**config.mk**
```make
export PLATFORM = sky130hd
export DESIGN_NAME = lines_cleared_counter
export DESIGN_NICKNAME = d
export VERILOG_FILES = /design/src/rtl/lines_cleared_counter.sv
export SDC_FILE = /design/constraint.sdc
export NUM_CORES = 1
export LEC_CHECK = 0
export ABC_AREA = 1
export BUFFER_PORTS_ARGS = -buffer_cell sky130_fd_sc_hd__clkbuf_2
export CELL_PAD_IN_SITES_DETAIL_PLACEMENT = 1
export CELL_PAD_IN_SITES_GLOBAL_PLACEMENT = 1
export CORE_ASPECT_RATIO = 0.5
export CORE_MARGIN = 1.5
export CORE_UTILIZATION = 29
export CTS_CLUSTER_DIAMETER = 60
export DETAILED_ROUTE_END_ITERATION = 10
export PLACE_DENSITY_LB_ADDON = 0.1
export SKIP_CTS_REPAIR_TIMING = 1
export SLEW_MARGIN = 25
export SYNTH_ARGS = -nofsm -noshare
export SYNTH_HDL_FRONTEND = slang
export SYNTH_SLANG_ARGS = --single-unit
```
**constraint.sdc**
```tcl
create_clock -name clk -period 2.1 [get_ports clk]
set_input_delay 0 -clock clk [delete_from_list [all_inputs] [get_ports clk]]
set_output_delay 0 -clock clk [all_outputs]
set_load 0.02 [all_outputs]
```
**src/rtl/lines_cleared_counter.sv**
```systemverilog
// lines_cleared_counter
//   Accumulates lines cleared per piece lock, saturating at 10^DIGITS-1, and
//   converts the binary total into ASCII decimal characters with a sequential
//   double-dabble engine. The character bus is only ever rewritten in a single
//   edge, so the renderer never sees a half-converted number.
//
//   Optional build macro: LC_LEADING_BLANK_EN
//     defined   -> leading zero digits (above the LSD) shown as ASCII space
//     undefined -> all digits shown as numerals with leading zeros
//
// Ports
//   clk          system clock
//   rst          synchronous, active-high reset
//   clear        new-game pulse, zeroes the total and aborts any conversion
//   lc_valid     one-cycle pulse, lc_num is valid
//   lc_num[2:0]  lines cleared by that lock, legal 0..4 (5..7 ignored)
//   count_out    binary running total
//   digit_chars  ASCII digits, most-significant digit in the top byte
//   busy         conversion in progress, digit_chars lags count_out

module lines_cleared_counter #(
    parameter int DIGITS = 3,
    parameter int CNT_W  = 10
) (
    input  logic                  clk,
    input  logic                  rst,
    input  logic                  clear,
    input  logic                  lc_valid,
    input  logic [2:0]            lc_num,
    output logic [CNT_W-1:0]      count_out,
    output logic [8*DIGITS-1:0]   digit_chars,
    output logic                  busy
);

    localparam int BCD_W  = 4 * DIGITS;
    localparam int SH_W   = BCD_W + CNT_W;
    localparam int ITER_W = $clog2(CNT_W + 1);

    localparam logic [CNT_W-1:0]    MAX_CNT   = CNT_W'(10**DIGITS - 1);
    localparam logic [ITER_W-1:0]   ITER_LAST = ITER_W'(CNT_W);
    localparam logic [ITER_W-1:0]   ITER_ONE  = ITER_W'(1);
`ifdef LC_LEADING_BLANK_EN
    localparam logic [8*DIGITS-1:0] ZERO_CHARS = {{(DIGITS-1){8'h20}}, 8'h30};
`else
    localparam logic [8*DIGITS-1:0] ZERO_CHARS = {DIGITS{8'h30}};
`endif

    typedef enum logic [1:0] {
        ST_IDLE  = 2'd0,
        ST_SHIFT = 2'd1,
        ST_LOAD  = 2'd2
    } state_e;

    // One double-dabble iteration: nibbles >= 5 get +3, then shift left by one.
    function automatic logic [SH_W-1:0] dabble_step(input logic [SH_W-1:0] sh);
        logic [SH_W-1:0] adj;
        logic [3:0]      nib;
        adj = sh;
        for (int i = 0; i < DIGITS; i++) begin
            nib = adj[CNT_W + 4*i +: 4];
            adj[CNT_W + 4*i +: 4] = (nib >= 4'd5) ? (nib + 4'd3) : nib;
        end
        return {adj[SH_W-2:0], 1'b0};
    endfunction

    // BCD digits to ASCII bytes; LSD is always a numeral.
    function automatic logic [8*DIGITS-1:0] bcd_to_chars(input logic [BCD_W-1:0] bcd);
        logic [8*DIGITS-1:0] ch;
        logic [3:0]          nib;
`ifdef LC_LEADING_BLANK_EN
        logic                lead;
        lead = 1'b1;
`endif
        ch = {(8*DIGITS){1'b0}};
        for (int i = DIGITS - 1; i >= 0; i--) begin
            nib = bcd[4*i +: 4];
`ifdef LC_LEADING_BLANK_EN
            if (lead && (nib == 4'd0) && (i > 0)) begin
                ch[8*i +: 8] = 8'h20;
            end else begin
                ch[8*i +: 8] = 8'h30 + {4'h0, nib};
                lead         = 1'b0;
            end
`else
            ch[8*i +: 8] = 8'h30 + {4'h0, nib};
`endif
        end
        return ch;
    endfunction

    state_e                state_q, state_d;
    logic [CNT_W-1:0]      count_q, count_d;
    logic                  dirty_q, dirty_d;
    logic                  busy_q, busy_d;
    logic [SH_W-1:0]       shreg_q, shreg_d;
    logic [ITER_W-1:0]     iter_q, iter_d;
    logic [8*DIGITS-1:0]   chars_q, chars_d;

    logic [CNT_W:0]        sum_s;
    logic [CNT_W-1:0]      sat_s;
    logic                  cnt_change_s;

    // Accumulator next value: widened sum, saturate, illegal lc_num ignored.
    always_comb begin
        count_d      = count_q;
        cnt_change_s = 1'b0;
        sum_s        = {1'b0, count_q} + {{(CNT_W-2){1'b0}}, lc_num};
        sat_s        = (sum_s > {1'b0, MAX_CNT}) ? MAX_CNT : sum_s[CNT_W-1:0];
        if (clear) begin
            count_d = {CNT_W{1'b0}};
        end else if (lc_valid && (lc_num <= 3'd4)) begin
            count_d      = sat_s;
            cnt_change_s = (sat_s != count_q);
        end else begin
            count_d = count_q;
        end
    end

    // Conversion FSM next state, shift register, character latch and flags.
    always_comb begin
        state_d = state_q;
        dirty_d = dirty_q;
        busy_d  = busy_q;
        shreg_d = shreg_q;
        iter_d  = iter_q;
        chars_d = chars_q;
        if (clear) begin
            state_d = ST_IDLE;
            dirty_d = 1'b0;
            busy_d  = 1'b0;
            chars_d = ZERO_CHARS;
        end else begin
            case (state_q)
                ST_IDLE: begin
                    if (dirty_q) begin
                        shreg_d = {{BCD_W{1'b0}}, count_q};
                        iter_d  = {ITER_W{1'b0}};
                        dirty_d = 1'b0;
                        busy_d  = 1'b1;
                        state_d = ST_SHIFT;
                    end else begin
                        state_d = ST_IDLE;
                    end
                end
                ST_SHIFT: begin
                    // CNT_W shifts, then one terminating cycle when the counter hits CNT_W
                    if (iter_q == ITER_LAST) begin
                        state_d = ST_LOAD;
                    end else begin
                        shreg_d = dabble_step(shreg_q);
                        iter_d  = iter_q + ITER_ONE;
                    end
                end
                ST_LOAD: begin
                    chars_d = bcd_to_chars(shreg_q[SH_W-1 -: BCD_W]);
                    state_d = ST_IDLE;
                    // a count change seen during (or on) this conversion keeps busy up
                    busy_d  = dirty_q | cnt_change_s;
                end
                default: begin
                    state_d = ST_IDLE;
                    busy_d  = 1'b0;
                end
            endcase
            // a change on the snapshot edge must survive the dirty clear above
            if (cnt_change_s) begin
                dirty_d = 1'b1;
            end else begin
                dirty_d = dirty_d;
            end
        end
    end

    // State registers with synchronous reset.
    always_ff @(posedge clk) begin
        if (rst) begin
            state_q <= ST_IDLE;
            count_q <= {CNT_W{1'b0}};
            dirty_q <= 1'b0;
            busy_q  <= 1'b0;
            shreg_q <= {SH_W{1'b0}};
            iter_q  <= {ITER_W{1'b0}};
            chars_q <= ZERO_CHARS;
        end else begin
            state_q <= state_d;
            count_q <= count_d;
            dirty_q <= dirty_d;
            busy_q  <= busy_d;
            shreg_q <= shreg_d;
            iter_q  <= iter_d;
            chars_q <= chars_d;
        end
    end

    assign count_out   = count_q;
    assign digit_chars = chars_q;
    assign busy        = busy_q;

endmodule
```
==> out/results.ini <==
[placement]
placed_cells=584
place_congestion=0.7966
hpwl_um=6265
io_buffers=29

[worst_setup_path]
path_class=flop to flop
crit_path_frequent_cell=nand2_1
required_ns=2.27
cpPeakStageDelay_ns=0.35
arrival_ns=2.40
cp-end-kind=flop
slowest_stage=dfxtp_4
worstPathCellList=ha_4 -> fa_2 -> nand2_2 -> nand2_4 -> nand2_2 -> nand2_2 -> nand2_1 -> nand2_1 -> nand2_2 -> nor2_4 -> nand2_4 -> nand3_2 -> nand2_1 -> nand2_1 -> nor2_2 -> nand3_2 -> nand2_1 -> a21oi_1
crit_family=simple AND/OR/NAND/NOR gates
cp_num_buf_inv=0
start_kind=flop
worstPathMaxFanout=8

[cts]
worstSkewPairLatency_ns=0.29
cts_tree=done
clock-root-buffer=clkbuf_16
htree_levels=2
cts.sinks=52
numCtsBuffers=5
cts_buffer_depth=2
clk_transition_reported_paths_ns=0.06

[drt]
firstDrtPassIters=4
via_per_inst=4.701
via_count=2797
wire_per_inst_um=13.67
wl_um=8136
drt-initial-drc-count=71
drc_errors=0
ant_nets=0

[die]
die_w_um=143.1
placementRows=25
initial_core_util_pct=30.05
core_area_sq_um=9478
dieArea_sq_um=10460
fp.dieH_um=73.07
ios=42

[logic_synthesis]
synth_seq_area_share_pct=36.56
synth.distinct_cells=31
syn_avg_cell_area_sq_um=7.102
synth_warnings=0
synth_seq_cells=52
netlist_area_sq_um=2848
synthCells=401

[outcome]
violations=negative setup slack
status=complete, but fails checks

[grt]
grt_max_degree=24
overflow=0
grt.total_usage_pct=16.65
grt_pass1_wl_um=13640
grt_pass1_vias=2795
antenna_found_initial=0

[power_and_ir_drop]
ir_drop_mv=0.1946
power_density_nw_per_um2=575.7
leakagePower_nw=1.536

[flow_run]
cap_violations=0

[sta]
fmax_mhz=448.6
fin_crit_sh_pct=106.2
fin_worst_skew_ns=0.008595
tns_ns=-0.4786
rsz0062_at_grt=true
drv_slew=0
whs_ns=0.09536
finalCriticalPeriod_ns=2.229
finalSetupViolCount=5
hold_viol_final=0
worst_slack_ns=-0.1293

[layout]
syn_to_final_growth_pct=26.32
stdcell_count=595
nNetsFinal=478
antennaDiodeCount=0
post-route-util_pct=37.95
nFillCells=1185
layout-drive-gt1-share_pct=25.00
multi_input_area_sq_um=1619
regArea_sq_um=1046

[min_path]
holdCritPathClass=input port to flop

## kinds of logic after synthesis
family / count (synthesis) / share of synthesized area, %
simple gates: 153 / 24.87
compound gates: 105 / 20.12
buf+inv: 73 / 11.42
flops: 52 / 36.56
fa+ha+maj: 12 / 5.536
xor+xnor: 4 / 1.230
other cells: 2 / 0.2637
## synthesized netlist by cell type
| master | number | area [sq um] |
|---|---|---|
| a31oi_1 | 15 | 93.84 |
| ha_1 | 11 | 137.6 |
| or2_2 | 2 | 12.51 |
| nor2_4 | 4 | 45.04 |
| nand3_2 | 4 | 40.04 |
| nor2_2 | 3 | 18.77 |
| o21bai_1 | 1 | 7.510 |
| o21ai_1 | 1 | 5.000 |
| nand3_1 | 20 | 100.1 |
| inv_2 | 1 | 3.750 |
| clkinv_1 | 3 | 11.26 |
| xor2_1 | 3 | 26.28 |
| nor2_1 | 25 | 93.84 |
| nand4_1 | 6 | 37.54 |
| o211ai_1 | 2 | 15.01 |
| nor3_1 | 1 | 5.000 |
| nand2_2 | 4 | 25.02 |
| a21oi_2 | 1 | 8.760 |
| clkbuf_1 | 6 | 22.52 |
| inv_1 | 46 | 172.7 |
| a211oi_1 | 7 | 52.55 |
| fa_1 | 1 | 20.02 |
| o21ai_0 | 42 | 210.2 |
| conb_1 | 2 | 7.510 |
| a21oi_1 | 36 | 180.2 |
| xnor2_1 | 1 | 8.760 |
| buf_2 | 5 | 25.02 |
| dfxtp_1 | 52 | 1041 |
| nand2_4 | 2 | 22.52 |
| nand2_1 | 82 | 307.8 |
| buf_4 | 12 | 90.09 |
## layout by cell type, fill, tap and decap left out, types with 3 or more instances in the layout
cell	synthesis	routed
nor2_2	3	3
nand2_4	2	4
clkbuf_2	0	29
conb_1	2	12
inv_1	46	46
nand2_1	82	73
a31oi_1	15	15
a21oi_1	36	35
nor2_4	4	4
xor2_1	3	3
nand3_2	4	8
o21ai_0	42	41
nand2_2	4	11
nand4_1	6	6
a211oi_1	7	7
ha_1	11	9
nor2_1	25	25
dfxtp_1	52	50
buf_4	12	33
clkbuf_16	0	5
nand3_1	20	15
## worst paths after layout
| kind | from | end | slack, ns | cells after the start |
|---|---|---|---|---|
| worst max-delay path | count_out[0] | dirty_q | -0.13 | 18 |
| worst min-delay path | clear | busy | 0.1 | 4 |
| worst max register to register | count_out[0] | dirty_q | -0.13 | 18 |
| worst min register to register | shreg_q[9] | shreg_q[10] | 0.46 | 2 |
## final cells by class
type | instances | share of cell area, %
inverter | 50 | 5.287
timing repair buffer | 64 | 11.79
tap | 135 | 4.696
sequential | 52 | 29.08
multi-input combinational | 286 | 45.01
clock inverter | 2 | 0.2783
clock buffer | 6 | 3.861
## layer usage
metal | up-vias | routed length, um | track usage [%]
li1 | 1422 | - | -
met1 | 1336 | 3891 | 20.45
met2 | 35 | 3961 | 30.65
met3 | 4 | 225 | 3.084
met4 | 0 | 57 | 3.551
met5 | - | 0 | 0
## through the flow
step	cell area, sq um	setup WS [ns]	power [mW]
floorplan	2907	0.008962	1.181
CTS	3485	-0.1640	2.098
global route	3597	-0.2868	2.180
detailed placement	3336	-0.1531	1.246
finish	3597	-0.1293	2.071
global placement	3336	-0.05811	1.238
## flip-flops by register name, summed over array words and instances (netlist names)
name / cells
shreg_q: 22
digit_chars: 12
count_out: 10
iter_q: 4
state_q: 2
busy: 1
dirty_q: 1
## report_power, final
group / switching, mW / internal, mW
logic: 0.149 / 0.0776
clock network: 0.365 / 0.471
registers: 0.0100 / 0.998
## worst register-to-register path, stage by stage (launching register included)
cell	delay, ns
dfxtp_4	0.35
ha_4	0.16
fa_2	0.34
nand2_2	0.09
nand2_4	0.10
nand2_2	0.10
nand2_2	0.06
nand2_1	0.06
nand2_1	0.06
nand2_2	0.08
nor2_4	0.04
nand2_4	0.12
nand3_2	0.11
nand2_1	0.07
nand2_1	0.05
nor2_2	0.11
nand3_2	0.08
nand2_1	0.07
a21oi_1	0.05
No activity file was read; power rests on OpenSTA's default activity.
